**config.mk**
```make
export PLATFORM = sky130hd
export DESIGN_NAME = mech_drive_sum_flat
export DESIGN_NICKNAME = d
export VERILOG_FILES = /design/src/rtl/mech_drive_sum_pkg.sv /design/src/rtl/mech_drive_sum_if.sv /design/src/rtl/mech_noise_cic.sv /design/src/rtl/mech_drive_sum.sv /design/src/flat_wrapper.sv
export SDC_FILE = /design/constraint.sdc
export NUM_CORES = 1
export LEC_CHECK = 0
export ABC_CLOCK_PERIOD_IN_PS = 3100
export BUFFER_PORTS_ARGS = -buffer_cell sky130_fd_sc_hd__buf_4
export CAP_MARGIN = 25
export CELL_PAD_IN_SITES_DETAIL_PLACEMENT = 1
export CELL_PAD_IN_SITES_GLOBAL_PLACEMENT = 2
export CORE_MARGIN = 1.5
export CORE_UTILIZATION = 30
export CTS_CLUSTER_SIZE = 8
export DETAILED_ROUTE_END_ITERATION = 8
export PLACE_DENSITY_LB_ADDON = 0.1
export SLEW_MARGIN = 30
export SYNTH_ARGS = -nofsm -noshare
export SYNTH_HDL_FRONTEND = slang
export SYNTH_SLANG_ARGS = --single-unit
```
**constraint.sdc**
```tcl
create_clock -name clk -period 3.1 [get_ports clk]
set_input_delay 0.62 -clock clk [delete_from_list [all_inputs] [get_ports clk]]
set_output_delay 0.62 -clock clk [all_outputs]
set_load 0.03 [all_outputs]
```
**src/rtl/mech_drive_sum_pkg.sv**
```systemverilog
// Shared constants and helpers for the multi-cavity mechanical drive summer:
// frame length derivation, clog2 and the signed saturation helpers.
package mech_drive_sum_pkg;

    function automatic int clog2(input int value);
        int r;
        r = 0;
        for (int i = 0; i < 31; i++) begin
            if ((1 << i) < value) r = i + 1;
        end
        return r;
    endfunction

    // One frame visits every mechanical mode twice (real and imaginary slot).
    function automatic int n_cycles_of(input int n_mech_modes);
        return 2 * n_mech_modes;
    endfunction

    function automatic logic signed [63:0] sat_hi(input int w);
        return (64'sd1 <<< (w - 1)) - 64'sd1;
    endfunction

    function automatic logic signed [63:0] sat_lo(input int w);
        return -(64'sd1 <<< (w - 1));
    endfunction

    function automatic logic signed [63:0] sat64(input logic signed [63:0] value, input int w);
        if (value > sat_hi(w)) return sat_hi(w);
        if (value < sat_lo(w)) return sat_lo(w);
        return value;
    endfunction

    function automatic logic clipped64(input logic signed [63:0] value, input int w);
        return (value > sat_hi(w)) || (value < sat_lo(w));
    endfunction

endpackage

```
**src/rtl/mech_drive_sum_if.sv**
```systemverilog
// Bundle of the per-cycle sample inputs and status/drive outputs of mech_drive_sum.
interface mech_drive_sum_if #(
    parameter int n_cav = 2,
    parameter int dw    = 18,
    parameter int ew    = 12
);
    logic [n_cav*dw-1:0] cav_eig_drive;
    logic [dw-1:0]       piezo_eig_drive;
    logic [dw-1:0]       noise_eig_drive;
    logic [31:0]         rnd;
    logic                clip_clear;

    logic                start;
    logic                start_outer;
    logic                start_eig;
    logic [ew-1:0]       environment;
    logic [dw-1:0]       eig_drive;
    logic                edrive_clip;
    logic                clip_sticky;
    logic [15:0]         clip_count;

    modport master (
        output cav_eig_drive, piezo_eig_drive, noise_eig_drive, rnd, clip_clear,
        input  start, start_outer, start_eig, environment, eig_drive,
               edrive_clip, clip_sticky, clip_count
    );

    modport slave (
        input  cav_eig_drive, piezo_eig_drive, noise_eig_drive, rnd, clip_clear,
        output start, start_outer, start_eig, environment, eig_drive,
               edrive_clip, clip_sticky, clip_count
    );
endinterface

```
**src/rtl/mech_noise_cic.sv**
```systemverilog
// White-noise environment term: a wrapping random-walk accumulator that is
// differenced once per frame, giving a zero-mean per-frame increment.
module mech_noise_cic
    import mech_drive_sum_pkg::*;
#(
    parameter int noise_bits = 3,
    parameter int ew         = 12
) (
    input  logic          clk,
    input  logic          reset,
    input  logic [31:0]   rnd,
    input  logic          start_eig,
    output logic [ew-1:0] environment
);
    logic [ew-1:0] acc_reg;
    logic [ew-1:0] n1_reg;
    logic [ew-1:0] env_reg;
    logic [ew-1:0] u1;
    logic [ew-1:0] u2;

    assign u1 = ew'(rnd[noise_bits-1:0]);
    assign u2 = ew'(rnd[2*noise_bits-1:noise_bits]);

    if (2 * noise_bits < 32) begin : g_spare_rnd
        logic unused_rnd;
        assign unused_rnd = &{1'b0, rnd[31:2*noise_bits]};
    end

    // Previous snapshot minus current: a positive u1 bias gives a negative term.
    always_ff @(posedge clk) begin
        if (reset) begin
            acc_reg <= '0;
            n1_reg  <= '0;
            env_reg <= '0;
        end else begin
            acc_reg <= acc_reg + u1 - u2;
            if (start_eig) begin
                n1_reg  <= acc_reg;
                env_reg <= n1_reg - acc_reg;
            end
        end
    end

    assign environment = env_reg;
endmodule

```
**src/rtl/mech_drive_sum.sv**
```systemverilog
// Frame timing, noise environment and saturated sum of all cavity, piezo and
// noise eigenmode drives into the single shared mechanical resonator drive.
module mech_drive_sum
    import mech_drive_sum_pkg::*;
#(
    parameter int n_cav        = 2,
    parameter int n_mech_modes = 7,
    parameter int dw           = 18,
    parameter int noise_bits   = 3,
    parameter int ew           = 12
) (
    input  logic            clk,
    input  logic            reset,
    mech_drive_sum_if.slave bus
);
    localparam int N_CYCLES = n_cycles_of(n_mech_modes);
    localparam int CNT_W    = (clog2(N_CYCLES) < 1) ? 1 : clog2(N_CYCLES);
    localparam int CW       = dw + clog2(n_cav) + 1;
    localparam int FW       = CW + 1;
    localparam logic [CNT_W-1:0] CNT_TOP = CNT_W'(N_CYCLES - 1);

    logic [CNT_W-1:0] mech_cnt_reg;
    logic             start_reg;
    logic             start_eig_reg;

    always_ff @(posedge clk) begin
        if (reset) begin
            mech_cnt_reg  <= '0;
            start_reg     <= 1'b0;
            start_eig_reg <= 1'b0;
        end else begin
            mech_cnt_reg  <= (mech_cnt_reg == '0) ? CNT_TOP : mech_cnt_reg - 1'b1;
            start_reg     <= (mech_cnt_reg == '0);
            start_eig_reg <= start_reg;
        end
    end

    logic [ew-1:0] environment;

    mech_noise_cic #(
        .noise_bits (noise_bits),
        .ew         (ew)
    ) u_noise (
        .clk         (clk),
        .reset       (reset),
        .rnd         (bus.rnd),
        .start_eig   (start_eig_reg),
        .environment (environment)
    );

    logic signed [CW-1:0] cav_ext [n_cav];
    logic signed [CW-1:0] cav_total;

    for (genvar gi = 0; gi < n_cav; gi++) begin : g_cav
        assign cav_ext[gi] = CW'($signed(bus.cav_eig_drive[gi*dw +: dw]));
    end

    always_comb begin
        cav_total = '0;
        for (int k = 0; k < n_cav; k++) begin
            cav_total = cav_total + cav_ext[k];
        end
    end

    logic signed [CW-1:0] cav_sum_reg;
    logic signed [dw:0]   local_reg;
    logic signed [FW-1:0] full;
    logic signed [dw-1:0] eig_drive0_reg;
    logic signed [dw-1:0] eig_drive_reg;
    logic                 edrive_clip_reg;

    // One guard bit above the wider operand keeps the full sum exact.
    assign full = FW'(cav_sum_reg) + FW'(local_reg);

    always_ff @(posedge clk) begin
        if (reset) begin
            cav_sum_reg     <= '0;
            local_reg       <= '0;
            eig_drive0_reg  <= '0;
            edrive_clip_reg <= 1'b0;
            eig_drive_reg   <= '0;
        end else begin
            cav_sum_reg     <= cav_total;
            local_reg       <= $signed({bus.piezo_eig_drive[dw-1], bus.piezo_eig_drive})
                             + $signed({bus.noise_eig_drive[dw-1], bus.noise_eig_drive});
            eig_drive0_reg  <= dw'(sat64(64'(full), dw));
            edrive_clip_reg <= clipped64(64'(full), dw);
            eig_drive_reg   <= eig_drive0_reg;
        end
    end

    logic        clip_sticky_reg;
    logic [15:0] clip_count_reg;

    // A clip event in the same cycle as a clear wins and counts as the first event.
    always_ff @(posedge clk) begin
        if (reset) begin
            clip_sticky_reg <= 1'b0;
            clip_count_reg  <= '0;
        end else if (edrive_clip_reg) begin
            clip_sticky_reg <= 1'b1;
            if (bus.clip_clear)
                clip_count_reg <= 16'd1;
            else if (clip_count_reg != 16'hFFFF)
                clip_count_reg <= clip_count_reg + 16'd1;
        end else if (bus.clip_clear) begin
            clip_sticky_reg <= 1'b0;
            clip_count_reg  <= '0;
        end
    end

    assign bus.start       = start_reg;
    assign bus.start_outer = start_reg;
    assign bus.start_eig   = start_eig_reg;
    assign bus.environment = environment;
    assign bus.eig_drive   = eig_drive_reg;
    assign bus.edrive_clip = edrive_clip_reg;
    assign bus.clip_sticky = clip_sticky_reg;
    assign bus.clip_count  = clip_count_reg;
endmodule
```
**src/flat_wrapper.sv**
```systemverilog
// flat-port wrapper written by rule: the top's interface ports become plain ports
module mech_drive_sum_flat import mech_drive_sum_pkg::*;
#(
    parameter int n_cav        = 2,
    parameter int n_mech_modes = 7,
    parameter int dw           = 18,
    parameter int noise_bits   = 3,
    parameter int ew           = 12
)
  (clk, reset, bus_cav_eig_drive, bus_piezo_eig_drive, bus_noise_eig_drive, bus_rnd, bus_clip_clear, bus_start, bus_start_outer, bus_start_eig, bus_environment, bus_eig_drive, bus_edrive_clip, bus_clip_sticky, bus_clip_count);
  mech_drive_sum_if #(.n_cav(n_cav), .dw(dw), .ew(ew)) bus_i ();
  input  logic clk;
  input  logic reset;
  input wire logic [$bits(bus_i.cav_eig_drive)-1:0] bus_cav_eig_drive;
  input wire logic [$bits(bus_i.piezo_eig_drive)-1:0] bus_piezo_eig_drive;
  input wire logic [$bits(bus_i.noise_eig_drive)-1:0] bus_noise_eig_drive;
  input wire logic [$bits(bus_i.rnd)-1:0] bus_rnd;
  input wire logic [$bits(bus_i.clip_clear)-1:0] bus_clip_clear;
  output wire logic [$bits(bus_i.start)-1:0] bus_start;
  output wire logic [$bits(bus_i.start_outer)-1:0] bus_start_outer;
  output wire logic [$bits(bus_i.start_eig)-1:0] bus_start_eig;
  output wire logic [$bits(bus_i.environment)-1:0] bus_environment;
  output wire logic [$bits(bus_i.eig_drive)-1:0] bus_eig_drive;
  output wire logic [$bits(bus_i.edrive_clip)-1:0] bus_edrive_clip;
  output wire logic [$bits(bus_i.clip_sticky)-1:0] bus_clip_sticky;
  output wire logic [$bits(bus_i.clip_count)-1:0] bus_clip_count;
  assign bus_i.cav_eig_drive = bus_cav_eig_drive;
  assign bus_i.piezo_eig_drive = bus_piezo_eig_drive;
  assign bus_i.noise_eig_drive = bus_noise_eig_drive;
  assign bus_i.rnd = bus_rnd;
  assign bus_i.clip_clear = bus_clip_clear;
  assign bus_start = bus_i.start;
  assign bus_start_outer = bus_i.start_outer;
  assign bus_start_eig = bus_i.start_eig;
  assign bus_environment = bus_i.environment;
  assign bus_eig_drive = bus_i.eig_drive;
  assign bus_edrive_clip = bus_i.edrive_clip;
  assign bus_clip_sticky = bus_i.clip_sticky;
  assign bus_clip_count = bus_i.clip_count;
  mech_drive_sum #(.n_cav(n_cav), .n_mech_modes(n_mech_modes), .dw(dw), .noise_bits(noise_bits), .ew(ew)) u_core (.clk(clk), .reset(reset), .bus(bus_i));
endmodule
```
## Word-level counts from Yosys, hierarchy flattened

Index checks and enable logic that the tools add are counted.

| word-level totals | value |
|---|---|
| logic and storage cells | 47 |
| input bits | 107 |
| bits in registers | 134 |
| output and inout port bits | 51 |

| operators by class | value |
|---|---|
| $add $sub $neg | 8 |
| equality and inequality tests | 1 |
| multiplexer cells | 16 |
| reduce and logical (&&, ||, !) cells | 6 |
| order comparisons | 2 |

Operator list:

| operator | number |
|---|---|
| $mux 18 | 4 |
| $mux 16 | 4 |
| $add 18x18->19 | 2 |
| $gt 21x18->1 const B | 1 |
| $lt 21x18->1 const B | 1 |
| $add 19x19->20 | 1 |
| $add 16x1->16 const B | 1 |
| $ne 16x16->1 const B | 1 |
| $add 12x3->12 | 1 |
| $sub 12x12->12 | 1 |
| $sub 12x3->12 | 1 |
| $mux 1 | 7 |
| $logic_not 4->1 | 1 |
| $mux 4 | 1 |
| $reduce_bool 2->1 | 2 |
| $sub 4x1->4 const B | 1 |
| $reduce_and 2->1 | 1 |
| $reduce_or 2->1 | 1 |
| $logic_or 1x1->1 | 1 |

## Depth between registers and ports, before layout

Gate-level depths: netlist of the first run.

| logic depth | value |
|---|---|
| word-level depth | 8 |
| depth in mapped cells | 14 |
| depth with buffers taken out | 14 |

## By module

From an unflattened synthesis of the first run, not the netlist that was laid out.

| second synthesis, totals | value |
|---|---|
| cells, all modules | 904 |
| area total of the unflattened synthesis | 7962.6 um^2 |

By module, submodules not included:

| module | seq. area each (um^2) | cells an instance | instances | area each (um^2) |
|---|---|---|---|---|
| mech_drive_sum | 1961.9 | 635 | 1 | 5664.2 |
| mech_noise_cic | 720.7 | 269 | 1 | 2298.5 |

## Worst setup path before layout of the first run

No wires, ideal clock.

| timing | value |
|---|---|
| kind | input to register |
| from | in bus_rnd[1] |
| to | reg u_core.u_noise.acc_reg[11] |
| setup time | 128 ps |
| stages on the path | 12 |
| buffers on the path | 0 |
| data required time | 2972 ps |
| path slack | 192 ps |
| arrival time | 2780 ps |
| cell sequence | inv_1 > fa_1 > inv_1 > ha_1 > a21o_1 > a21o_1 > a21oi_1 > o21ai_0 > a41oi_1 > o21ai_0 > xnor2_1 > nor2_1 |

| between the ends | value |
|---|---|
| longest elaborated chain between the ends | 2 |

RTL lines:

| element | line | RTL |
|---|---|---|
| start, declared | flat_wrapper.sv:17 | `input wire logic [$bits(bus_i.rnd)-1:0] bus_rnd;` |
| $add 12x3->12 | mech_noise_cic.sv:36 | `acc_reg <= acc_reg + u1 - u2;` |
| $sub 12x3->12 | mech_noise_cic.sv:36 |  |
| end signal, assigned | mech_noise_cic.sv:36 |  |
| end, declared | mech_noise_cic.sv:15 | `logic [ew-1:0] acc_reg;` |

No other way between the ends.
A chain may end at the register's enable or synchronous reset.

## Worst setup path after layout of the first run

| timing | value |
|---|---|
| from | reg u_core.local_reg[0] |
| to | reg u_core.eig_drive0_reg[14] |

| between the ends | value |
|---|---|
| longest elaborated chain between the ends | 7 |
| elaborated cells between the ends (all ways) | 11 |
| classes of those cells | add/sub (1); order compare (2); mux (8) |

RTL lines:

| element | line | RTL |
|---|---|---|
| start, declared | mech_drive_sum.sv:66 | `logic signed [dw:0] local_reg;` |
| start signal, assigned | mech_drive_sum.sv:84 | `local_reg <= $signed({bus.piezo_eig_drive[dw-1], bus.piezo_eig_drive})` |
| $add 19x19->20 * | mech_drive_sum.sv:73 | `assign full = FW'(cav_sum_reg) + FW'(local_reg);` |
| $lt 21x18->1 | mech_drive_sum_pkg.sv:29 | `if (value < sat_lo(w)) return sat_lo(w);` |
| $mux 1 (2 in series) | mech_drive_sum_pkg.sv:29 |  |
| $mux 1 | mech_drive_sum.sv:76 | `if (reset) begin` |
| $mux 18 | mech_drive_sum_pkg.sv:30 | `return value;` |
| $mux 18 * | mech_drive_sum_pkg.sv:29 |  |
| end signal, assigned | mech_drive_sum.sv:86 | `eig_drive0_reg <= dw'(sat64(64'(full), dw));` |
| end, declared | mech_drive_sum.sv:68 | `logic signed [dw-1:0] eig_drive0_reg;` |

Every way passes the cells marked *; elsewhere a longest branch is shown, timed or not. The select of a mux whose other input is x is not followed.

==> PnR_summary.wiki, run 1 <==
{| class="wikitable"
! Metric !! Value
|-
| Result of the run || completed
|-
| XOR/XNOR share of the synthesized area || 0.06655
|-
| Buffers added on ports || ~130
|-
| Part of the Yosys area used for sequential elements || 0.3514
|-
| Worst-path clk slew || about 0.060 ns
|-
| Critical path start-end classification || reg2reg
|-
| Number of enable flip-flop cells after synthesis || 0
|-
| Pre-CTS setup slack || -0.1457 ns
|-
| Mean number of vias per cell || between 4 and 5
|-
| H-tree Lvls || 4
|-
| Number of global-route vias before repair || between 6000 and 7000
|-
| Nets in the synthesized netlist || around 1100
|-
| Data required time at the worst endpoint || roughly 3.4 ns
|-
| Adder-cell share of the synthesized area || 0.1495
|-
| Hold WS || roughly 0.44 ns
|-
| Final max-slew violation count || 0
|-
| Library cell with the highest instance count after synthesis || sky130_fd_sc_hd__dfxtp_1
|-
| Distinct cells, synth || between 60 and 70
|-
| Type of the worst min-delay path || reg2reg
|-
| Horiz. Die Dim || between 150 and 200 um
|-
| Element type at the critical path end || flip-flop
|-
| Slack of the worst reg-to-reg path || approximately 0.18 ns
|-
| Number of vias in the routed layout || 6439
|-
| Multiplexer fraction of the synthesized cell area || 0.02262
|-
| Utilization after layout || 0.3878
|-
| Area share of the largest cell type after synthesis || 0.3514
|-
| Weighted congestion at the end of routability-driven global placement || just under 0.8
|-
| Max incr delay on CP || around 0.45 ns
|-
| Core region area || 25110 um^2
|-
| Clock root buffer || sky130_fd_sc_hd__clkbuf_16
|-
| Post-synthesis register bit count || ~130
|-
| Crit path max-delay cell type || sky130_fd_sc_hd__a2111oi_1
|-
| Largest area contributor in the netlist || sky130_fd_sc_hd__dfxtp_1
|-
| Worst Reg2Reg Path Length in Cells || 12
|-
| Clock buffer depth || 2
|-
| Placed Area || ~9000 um^2
|-
| Area share of and/or/nand/nor cells after synthesis || 0.1785
|-
| Total clock sinks || about 130
|-
| Crit start category || flip-flop
|-
| Die outline height || approximately 160 um
|-
| # setup viols final || 0
|-
| Maximum clock frequency || roughly 340 MHz
|-
| Net count, final || about 1200
|-
| WL final || 18470 um
|-
| IR drop worst, VDD || between 0.0004 and 0.0005 V
|-
| Leak pwr || 4.374 nW
|-
| Leading post-synthesis cells by instance count || sky130_fd_sc_hd__dfxtp_1, sky130_fd_sc_hd__nor2_1, sky130_fd_sc_hd__ha_1
|-
| DRC Markers || 0
|-
| Global route total overflow || 0
|-
| Detailed Routing Iterations Pass 1 || 4
|-
| Post-DR wirelength/cell || between 10 and 15 um
|-
| Gate count of the mapped netlist || 877
|-
| Origin of the critical flop-to-flop path || u_core.local_reg[0]
|-
| Combined area of all synthesized cells || around 7600 um^2
|-
| Hold Buf Count CTS || 0
|-
| Fraction of final layout cells sized beyond drive strength 1 || 0.2048
|-
| Final cell area excluding filler cells || approximately 9700 um^2
|-
| Antenna violations before repair || 0
|-
| First-pass GRT wire length || 31090 um
|-
| Capture instance of the worst register-to-register path || u_core.eig_drive0_reg[14]
|-
| Flip-flop cell with the highest count after synthesis || sky130_fd_sc_hd__dfxtp_1
|-
| TritonCTS Buffers || 17
|-
| Relative area change from synthesis to final layout || 27.55%
|-
| Area contributors post-synth || sky130_fd_sc_hd__dfxtp_1, sky130_fd_sc_hd__ha_1, sky130_fd_sc_hd__nor2_1
|-
| Post-route fraction of the period consumed by the critical path || 0.9432
|-
| Worst slew margin relative to its limit || 0.6034
|-
| Worst-Margin Slew || just under 0.6 ns
|-
| Antenna fix cells || 0
|-
| Overall power || 7.159 mW
|-
| Top-Level Pins || between 150 and 200
|-
| Placement row count || slightly below 60
|-
| Cell-by-cell listing of the critical path || ha_1, inv_1, fa_1, nand2b_1, a21boi_0, a311o_1, a2111oi_1, o41ai_1, a21o_2, a211oi_2, o41ai_2, buf_4
|-
| Worst Hold Path Cells || 1
|-
| Minimum clock period after layout || 2.924 ns
|-
| RSZ-0062 raised after global routing || false
|-
| Avg Inst Size Synth || ~8.7 um^2
|-
| Asr flop ratio synth || 0
|-
| Arrival time worst endpoint || approximately 3.2 ns
|-
| Combinational family with the most area after synthesis || compound AO/OA/AOI/OAI gates
|-
| Highest net fanout along the worst path || 3
|-
| Worst Hold End || u_core.bus.eig_drive[8]
|-
| Compound-cell area share of the yosys netlist || 0.1793
|-
| Number of nets with antenna violations after detailed routing || 0
|-
| CTS tree || built
|-
| Worst skew pair latency || between 0.4 and 0.5 ns
|-
| Clock skew after layout || between 0.005 and 0.006 ns
|-
| Hold wc startpoint || u_core.eig_drive0_reg[8]
|-
| Iteration-0 DRC count of the detailed router || 159
|-
| Overall track demand over capacity in global routing || 0.1451
|-
| Post-DP HPWL || 14550 um
|-
| Crit path setup slack, layout || between 0.15 and 0.2 ns
|-
| Hold Violations, Final || 0
|-
| Synthesis warning total || 0
|-
| Pin count of the biggest net entering global routing || 56
|-
| Total of max-cap violations || 0
|-
| Area of the die || between 20000 and 30000 um^2
|-
| Total power divided by cell area || 735.2 nW/um^2
|-
| Initial Util || 0.3040
|}
==> stage by stage <==
stage,instances,setup TNS [ns]
final,1370,0
after CTS,1369,0
after detailed placement,1337,-0.3034
after global routing,1370,0
after floorplan,877,0
after global placement,1337,-0.1346
==> per-layer routing <==
layer | up-vias | share of wire | global-route usage
met3 | 12 | 0.021 | 0.02419
met2 | 80 | 0.49 | 0.2525
li1 | 3360 | - | -
met5 | - | 0 | 0
met4 | 0 | 0.0091 | 0.03753
met1 | 2987 | 0.48 | 0.1853
==> worst max path at each step <==
stage	startpoint	slack, ns	depth (start not counted)	end
global route	u_core.local_reg[0]	0.01	12	u_core.eig_drive0_reg[14]
finish	u_core.local_reg[0]	0.18	12	u_core.eig_drive0_reg[14]
floorplan	bus_rnd[1]	0.19	12	u_core.u_noise.acc_reg[11]
detailed placement	bus_rnd[1]	-0.15	13	u_core.u_noise.acc_reg[10]
CTS	u_core.local_reg[0]	0.05	12	u_core.eig_drive0_reg[14]
global placement	bus_rnd[1]	-0.07	13	u_core.u_noise.acc_reg[10]
==> what timing repair did <==
action                                  4_1_cts  5_1_grt
resized for setup                             0        7
endpoints found under the setup margin        0       18
buffers inserted                              0        1
==> layout by cell type, fill, tap and decap left out, drive strengths merged, types with 4 or more instances in the layout <==
master / Yosys / final
buf: 12 / 155
dfxtp: 134 / 134
nor2: 105 / 105
ha: 80 / 80
inv: 67 / 72
a21oi: 60 / 60
o21ai: 51 / 51
nand2: 38 / 38
nor2b: 37 / 37
nor3: 32 / 32
xor2: 30 / 30
xnor2: 28 / 28
nand3: 19 / 19
a21o: 19 / 19
clkbuf: 12 / 18
mux2i: 15 / 15
o21bai: 11 / 11
a211oi: 10 / 10
and3: 8 / 8
nand2b: 7 / 7
a31oi: 7 / 7
o21a: 7 / 7
nand4: 7 / 7
fa: 7 / 7
a21boi: 7 / 7
or3: 7 / 7
nand3b: 5 / 5
o31ai: 5 / 5
o211ai: 4 / 4
bufinv: 0 / 4
clkinv: 0 / 4
==> area by class of cell <==
| cell class | instances | area, um^2 |
|---|---|---|
| timing repair buffer | 155 | 1176 |
| tap | 330 | 412.9 |
| sequential | 134 | 2683 |
| multi-input combinational | 652 | 4579 |
| fill | 3003 | 15370 |
| clock inverter | 14 | 195.2 |
| clock buffer | 18 | 439.2 |
| inverter | 67 | 251.5 |
==> cells by family (layout without fill, tap and decap cells) <==
| family | count (synthesis) | count (layout) |
|---|---|---|
| AOI/OAI and AO/OA | 210 | 210 |
| xor gates and xnor gates | 58 | 58 |
| adders and majority gates | 87 | 87 |
| buffers and inverters | 91 | 254 |
| DFF | 134 | 134 |
| muxes | 17 | 17 |
| and+or+nand+nor | 280 | 280 |
==> worst max-delay path: cells and delay by family (launching register included) <==
kind,cells,cell delay (ns)
DFF,1,0.30
and+or+nand+nor,1,0.15
adders and majority gates,2,0.41
AOI/OAI and AO/OA,7,1.74
buffers and inverters,2,0.21
==> report_power, final <==
group | switching [mW] | internal (mW)
sequential | 0.165 | 2.08
combinational | 1.52 | 1.23
clock | 0.785 | 1.38
total | 2.47 | 4.69
(Power assumes the default switching activity.)
==> run 2: changes to the inputs <==
--- a/config.mk
+++ b/config.mk
@@ -10,11 +10,13 @@
 export CAP_MARGIN = 25
 export CELL_PAD_IN_SITES_DETAIL_PLACEMENT = 1
 export CELL_PAD_IN_SITES_GLOBAL_PLACEMENT = 2
+export CORE_ASPECT_RATIO = 0.8
 export CORE_MARGIN = 1.5
 export CORE_UTILIZATION = 30
 export CTS_CLUSTER_SIZE = 8
 export DETAILED_ROUTE_END_ITERATION = 8
 export PLACE_DENSITY_LB_ADDON = 0.1
+export REMOVE_ABC_BUFFERS = 1
 export SLEW_MARGIN = 30
 export SYNTH_ARGS = -nofsm -noshare
 export SYNTH_HDL_FRONTEND = slang
==> run 2 against run 1 <==
Net effect:
- count of clock-buffer cells in the layout unchanged
- final area decreased by 0.18%
- combinational power about the same
- critical path type unchanged
- critical endpoint unchanged
- largest power group unchanged
==> PnR_summary.wiki, run 2 (same netlist as run 1, synthesis figures left out) <==
{| class="wikitable"
! Metric !! Value
|-
| Arrival time worst endpoint || between 3 and 4 ns
|-
| Overall track demand over capacity in global routing || 0.1607
|-
| Area of the die || about 26000 um^2
|-
| H-tree Lvls || 4
|-
| Final cell area excluding filler cells || roughly 9700 um^2
|-
| Amount of wire on met2 after detailed routing || 8883 um
|-
| Post-DP HPWL || approximately 16000 um
|-
| Top-Level Pins || around 160
|-
| Type of the worst min-delay path || reg2reg
|-
| Crit path setup slack, layout || between 0.1 and 0.15 ns
|-
| Total power divided by cell area || 736.2 nW/um^2
|-
| Die outline height || about 150 um
|-
| Horiz. Die Dim || roughly 180 um
|-
| Max incr delay on CP || around 0.44 ns
|-
| Leak pwr || about 4.4 nW
|-
| Element type at the critical path end || flip-flop
|-
| First-pass GRT wire length || approximately 34000 um
|-
| Result of the run || completed
|-
| Detailed Routing Iterations Pass 1 || 5
|-
| Cell total after placement || 1333
|-
| Worst slew margin relative to its limit || 0.6724
|-
| Buffers added on ports || 131
|-
| Initial Util || 0.3040
|-
| Minimum clock period after layout || roughly 3.0 ns
|-
| Hold Violations, Final || 0
|-
| Mean number of vias per cell || 4.842
|-
| Total of max-cap violations || 0
|-
| Placed Area || roughly 9100 um^2
|-
| # setup viols final || 0
|-
| Highest net fanout along the worst path || 3
|-
| Placement row count || 52
|-
| Fraction of final layout cells sized beyond drive strength 1 || 0.2040
|-
| Number of global-route vias before repair || about 6800
|-
| Relative area change from synthesis to final layout || 27.32%
|-
| Final max-slew violation count || 0
|-
| Cell-by-cell listing of the critical path || ha_1, inv_1, fa_1, nand2b_1, a21boi_0, a311o_1, a2111oi_2, o41ai_1, buf_4, a21o_2, a211oi_1, o41ai_2
|-
| Post-route fraction of the period consumed by the critical path || 0.9618
|-
| Maximum clock frequency || approximately 340 MHz
|-
| Commonest non-fill, non-tap cells in the layout || sky130_fd_sc_hd__buf_4, sky130_fd_sc_hd__dfxtp_1, sky130_fd_sc_hd__nor2_1
|-
| DRC Markers || 0
|-
| Utilization after layout || 0.3870
|-
| Routed met3 length || between 700 and 800 um
|-
| WL final || between 20000 and 25000 um
|-
| Clock skew after layout || 0.007554 ns
|-
| Final std cells w/o fill || roughly 1400
|-
| Number of vias in the routed layout || roughly 6600
|-
| Worst-path clk slew || approximately 0.060 ns
|-
| Clock buffer depth || 2
|-
| Antenna violations before repair || 0
|-
| Post-DR wirelength/cell || 14.86 um
|-
| Data required time at the worst endpoint || 3.40 ns
|-
| IR drop worst, VDD || around 0.00039 V
|-
| Pin count of the biggest net entering global routing || 35
|-
| Met1 layer wirelength in the final routing || roughly 10000 um
|-
| Critical path start-end classification || reg2reg
|-
| Crit start category || flip-flop
|-
| Worst-Margin Slew || roughly 0.49 ns
|-
| Antenna fix cells || 0
|-
| TritonCTS Buffers || 17
|-
| Worst skew pair latency || roughly 0.43 ns
|-
| Uppermost signal routing layer after detailed routing || met4
|-
| CTS tree || built
|-
| Weighted congestion at the end of routability-driven global placement || slightly below 0.8
|-
| Most common cell after layout, fill and taps aside || sky130_fd_sc_hd__buf_4
|-
| Clock root buffer || sky130_fd_sc_hd__clkbuf_16
|-
| Total clock sinks || ~130
|-
| Crit path max-delay cell type || sky130_fd_sc_hd__a311o_1
|-
| Global route total overflow || 0
|-
| Net count, final || about 1200
|-
| Number of nets with antenna violations after detailed routing || 0
|-
| Iteration-0 DRC count of the detailed router || between 150 and 200
|-
| Core region area || 25110 um^2
|-
| Pre-CTS setup slack || -0.1183 ns
|}
run 2: changes by cell type in the layout (fill, tap and decap cells not counted), sizes merged:
cell,previous run,this run
buf,155,156
clkinvlp,1,3
inv,72,68
run 2: final timing paths:
kind,cells past startpoint,slack (ns),from,end
hold reg to reg,1,0.43,u_core.eig_drive0_reg[7],u_core.bus.eig_drive[7]
hold / removal,1,0.43,u_core.eig_drive0_reg[7],u_core.bus.eig_drive[7]
setup reg to reg,12,0.12,u_core.local_reg[0],u_core.eig_drive0_reg[14]
setup / recovery,12,0.12,u_core.local_reg[0],u_core.eig_drive0_reg[14]
run 2: critical path, delay by kind of cell (launching register included):
family	cells	cell delay (ns)
adder cells (fa/ha/maj)	2	0.41
AO/OA/AOI/OAI	7	1.78
flip-flops	1	0.30
AND/OR/NAND/NOR	1	0.16
buffers and inverters	2	0.23
run 2: repair_timing:
action / 4_1_cts / 5_1_grt
buffers inserted: 0 / 0
gates resized for setup: 0 / 9
setup endpoints to repair: 0 / 18
hold buffers: 0 / 0
run 2: metrics by stage:
step / hold slack [ns] / setup TNS (ns) / total power, mW
CTS: 0.4396 / 0 / 7.267
floorplan: 0.4138 / 0 / 4.175
detailed placement: 0.4255 / -0.3210 / 5.040
finish: 0.4336 / 0 / 7.156
global route: 0.4506 / -0.1161 / 7.718
global placement: 0.4143 / -0.2134 / 5.021
run 2: area by class of cell:
class                           count  area [um^2]
Clock buffer                       18        439.2
Clock inverter                     12        178.9
Timing Repair Buffer              156         1184
Inverter                           67        251.5
Multi-Input combinational cell    652         4577
Sequential cell                   134         2684
Fill cell                        2962        15390
Tap cell                          324        405.4
run 2: power breakdown:
part / total [mW] / leakage, nW / switching, mW / internal (mW)
Sequential: 2.26 / 1.11 / 0.184 / 2.08
Combinational: 2.74 / 2.96 / 1.52 / 1.22
Clock: 2.15 / 0.294 / 0.795 / 1.36
Total: 7.16 / 4.36 / 2.50 / 4.65
run 2: per-layer routing:
layer,global-route usage,up-vias
met5,0,-
met4,0.04250,0
met3,0.03453,14
met2,0.2508,104
met1,0.2241,3125
li1,-,3356
==> run 3: changes to the inputs <==
--- a/config.mk
+++ b/config.mk
@@ -5,6 +5,7 @@
 export SDC_FILE = /design/constraint.sdc
 export NUM_CORES = 1
 export LEC_CHECK = 0
+export ABC_AREA = 1
 export ABC_CLOCK_PERIOD_IN_PS = 3100
 export BUFFER_PORTS_ARGS = -buffer_cell sky130_fd_sc_hd__buf_4
 export CAP_MARGIN = 25
==> run 3 against run 2 <==
Net effect:
- critical endpoint is now u_core.u_noise.acc_reg[7]
- combinational power is essentially flat
- largest cell class unchanged
- global-route usage grew 1.2 points
- critical path depth grew 1
- register-to-register slack gained 0.64 ns
- area after synthesis grew 9.6%
- first-iteration DRC count grew 31%
==> PnR_summary.wiki, run 3 <==
{| class="wikitable"
! Metric !! Value
|-
| Post-DR wirelength/cell || ~14 um
|-
| Area contributors post-synth || sky130_fd_sc_hd__dfxtp_1, sky130_fd_sc_hd__ha_1, sky130_fd_sc_hd__nand2_1
|-
| Hold Buf Count CTS || 0
|-
| Post-DP HPWL || 18820 um
|-
| Critical path start-end classification || reg2reg
|-
| Total of max-cap violations || 0
|-
| Placement row count || 54
|-
| WL final || 23450 um
|-
| Number of cells on the critical path || 13
|-
| Number of global-route vias before repair || around 8000
|-
| Share of power burned in registers || 0.323
|-
| Highest net fanout along the worst path || 3
|-
| Overall track demand over capacity in global routing || 0.1725
|-
| Area share of the largest cell type after synthesis || 0.3207
|-
| Clock root buffer || sky130_fd_sc_hd__clkbuf_16
|-
| Adder-cell share of the synthesized area || 0.1364
|-
| Crit path setup slack, layout || approximately 0.76 ns
|-
| Iteration-0 DRC count of the detailed router || roughly 250
|-
| Switching component of the power || around 2.7 mW
|-
| Library cell with the highest instance count after synthesis || sky130_fd_sc_hd__nand2_1
|-
| Worst skew pair latency || 0.43 ns
|-
| Pint || 4.076 mW
|-
| Multiplexer fraction of the synthesized cell area || 0
|-
| Detailed Routing Iterations Pass 1 || 4
|-
| Total of cells resized after clock tree synthesis || 0
|-
| Post-route fraction of the period consumed by the critical path || 0.7555
|-
| Weighted congestion at the end of routability-driven global placement || between 0.8 and 0.9
|-
| Clock buffer depth || 2
|-
| Antenna fix cells || 0
|-
| Leak pwr || just over 5 nW
|-
| Buffers added on ports || between 100 and 150
|-
| Leading post-synthesis cells by instance count || sky130_fd_sc_hd__nand2_1, sky130_fd_sc_hd__inv_1, sky130_fd_sc_hd__a21oi_1
|-
| Result of the run || completed
|-
| RSZ-0062 raised after global routing || false
|-
| Combined area of all synthesized cells || between 8000 and 9000 um^2
|-
| Synthesis warning total || 0
|-
| Arrival time worst endpoint || 2.70 ns
|-
| Core region area || 27360 um^2
|-
| Post-synthesis register bit count || 134
|-
| Gate count of the mapped netlist || 1193
|-
| Number of nets with antenna violations after detailed routing || 0
|-
| Pin count of the biggest net entering global routing || 40
|-
| Capture instance of the worst register-to-register path || u_core.u_noise.acc_reg[7]
|-
| Number of vias in the routed layout || just under 8000
|-
| Slack of the worst reg-to-reg path || 0.76 ns
|-
| H-tree Lvls || 4
|-
| CTS tree || built
|-
| TritonCTS Buffers || 17
|-
| Sequential cell area || around 2700 um^2
|-
| Minimum clock period after layout || approximately 2.3 ns
|-
| Category of cells accounting for the largest share of critical-path delay || adder cells
|-
| Crit start category || flip-flop
|-
| Element type at the critical path end || flip-flop
|-
| Crit path max-delay cell type || sky130_fd_sc_hd__fa_1
|-
| Worst-Margin Slew || between 0.6 and 0.7 ns
|-
| Count of fill cells added during filler insertion || around 3500
|-
| Commonest non-fill, non-tap cells in the layout || sky130_fd_sc_hd__nand2_1, sky130_fd_sc_hd__inv_1, sky130_fd_sc_hd__a21oi_1
|-
| Cell-by-cell listing of the critical path || inv_1, fa_1, inv_1, ha_1, a21oi_1, o21ai_0, a21oi_1, nor2_1, o21ai_0, nand2_1, nand2_1, nand2_1, nor2_1
|-
| Number of buffers added for setup after CTS || 0
|-
| Clock skew after layout || approximately 0.013 ns
|-
| Die outline height || 152.3 um
|-
| Flip-flop cell with the highest count after synthesis || sky130_fd_sc_hd__dfxtp_1
|-
| Hold Violations, Final || 0
|-
| Worst slew margin relative to its limit || 0.5834
|-
| DRC Markers || 0
|-
| First-pass GRT wire length || between 30000 and 40000 um
|-
| Most common cell after layout, fill and taps aside || sky130_fd_sc_hd__nand2_1
|-
| Antenna violations before repair || 0
|-
| Max incr delay on CP || ~0.50 ns
|-
| XOR/XNOR share of the synthesized area || 0.03037
|-
| Fraction of final layout cells sized beyond drive strength 1 || 0.1503
|-
| Data required time at the worst endpoint || between 3 and 4 ns
|-
| Asr flop ratio synth || 0
|-
| Area share of and/or/nand/nor cells after synthesis || 0.2443
|-
| Worst Reg2Reg Path Length in Cells || 13
|-
| Number of enable flip-flop cells after synthesis || 0
|-
| Net count, final || ~1500
|-
| Critical path origin || u_core.u_noise.acc_reg[2]
|-
| Mean number of vias per cell || 4.594
|-
| Total clock sinks || approximately 130
|-
| Clk pwr share || 0.273
|-
| Avg Inst Size Synth || ~7.0 um^2
|-
| Area of combinational cells with multiple inputs || just under 5000 um^2
|-
| Post-Route Setup TNS || 0 ns
|-
| Relative area change from synthesis to final layout || 22.83%
|-
| # setup viols final || 0
|-
| Horiz. Die Dim || 189.7 um
|-
| Final max-slew violation count || 0
|-
| Switching part of the total || 0.3985
|-
| Total power divided by cell area || ~660 nW/um^2
|-
| Worst-path clk slew || ~0.06 ns
|-
| Pre-CTS setup slack || approximately 0.34 ns
|-
| IR drop worst, VDD || around 0.00034 V
|-
| Global route total overflow || 0
|-
| Largest area contributor in the netlist || sky130_fd_sc_hd__dfxtp_1
|-
| Maximum clock frequency || around 430 MHz
|-
| Capture point of the critical path || u_core.u_noise.acc_reg[7]
|-
| CP Buf/Inv Count || 2
|-
| Type of the worst min-delay path || reg2reg
|-
| Initial Util || 0.3057
|-
| Origin of the critical flop-to-flop path || u_core.u_noise.acc_reg[2]
|-
| Cell occurring most often along the worst timing path || sky130_fd_sc_hd__nand2_1
|-
| Distinct cells, synth || 44
|-
| Part of the Yosys area used for sequential elements || 0.3207
|-
| Comb pwr share || 0.404
|-
| Combinational family with the most area after synthesis || simple AND/OR/NAND/NOR gates
|-
| Compound-cell area share of the yosys netlist || 0.1725
|-
| Top-Level Pins || 158
|-
| Area of the die || around 29000 um^2
|}
run 3: per-stage QoR:
step                power, mW    util  area, um^2  hold slack [ns]  std cells
finish                  6.775  0.3754       10270           0.3930       1701
global route            7.390  0.3754       10270           0.4177       1701
CTS                     6.903  0.3754       10270           0.3987       1701
detailed placement      4.988  0.3556        9732           0.3991       1669
global placement        4.955  0.3556        9732           0.3997       1669
floorplan               4.156       -        8250           0.3883       1170
run 3: cells by family (layout without fill, tap and decap cells):
group,Yosys count,in the layout
compound gates,269,269
xor+xnor,29,29
fa+ha+maj,87,87
buf+inv,206,350
flops,134,134
simple gates,468,468
run 3: worst min path at each step:
stage                                         start                        to  slack, ns  depth (start not counted)
after floorplan            u_core.eig_drive0_reg[0]   u_core.bus.eig_drive[0]       0.39                          2
after global placement    u_core.eig_drive0_reg[13]  u_core.bus.eig_drive[13]       0.40                          2
after detailed placement  u_core.eig_drive0_reg[13]  u_core.bus.eig_drive[13]       0.40                          2
after CTS                  u_core.eig_drive0_reg[5]   u_core.bus.eig_drive[5]       0.40                          2
after global routing       u_core.eig_drive0_reg[5]   u_core.bus.eig_drive[5]       0.42                          2
final                      u_core.eig_drive0_reg[5]   u_core.bus.eig_drive[5]       0.39                          2
run 3: per-layer routing:
| metal | wire length, um | global-route usage | vias up | part of all wire |
|---|---|---|---|---|
| met5 | 0 | 0 | - | 0 |
| met4 | 220 | 0.04762 | 0 | 0.0094 |
| met3 | 680 | 0.02856 | 14 | 0.029 |
| met2 | 10250 | 0.2747 | 114 | 0.44 |
| met1 | 12300 | 0.2395 | 3512 | 0.52 |
| li1 | - | - | 4174 | - |
run 3: power groups by stage:
| stage | sequential [mW] | clock, mW | combinational, mW |
|---|---|---|---|
| final | 2.19 | 1.85 | 2.74 |
| after global routing | 2.23 | 1.99 | 3.17 |
| after CTS | 2.20 | 1.92 | 2.78 |
| after detailed placement | 2.23 | 0 | 2.75 |
| after global placement | 2.23 | 0 | 2.73 |
| after floorplan | 2.33 | 0 | 1.83 |
run 3: worst min-delay path, cell delays in order (launching register included):
cell and delay [ns]:
sky130_fd_sc_hd__dfxtp_1 0.29, sky130_fd_sc_hd__inv_1 0.04, sky130_fd_sc_hd__nor2_1 0.03
run 3: cell type report:
cell class                      count  area share
Clock inverter                     14    0.009987
Timing Repair Buffer              135     0.09987
Inverter                          183     0.06686
Clock buffer                       18     0.04275
Tap cell                          364     0.04433
Multi-Input combinational cell    853      0.4751
Sequential cell                   134      0.2611
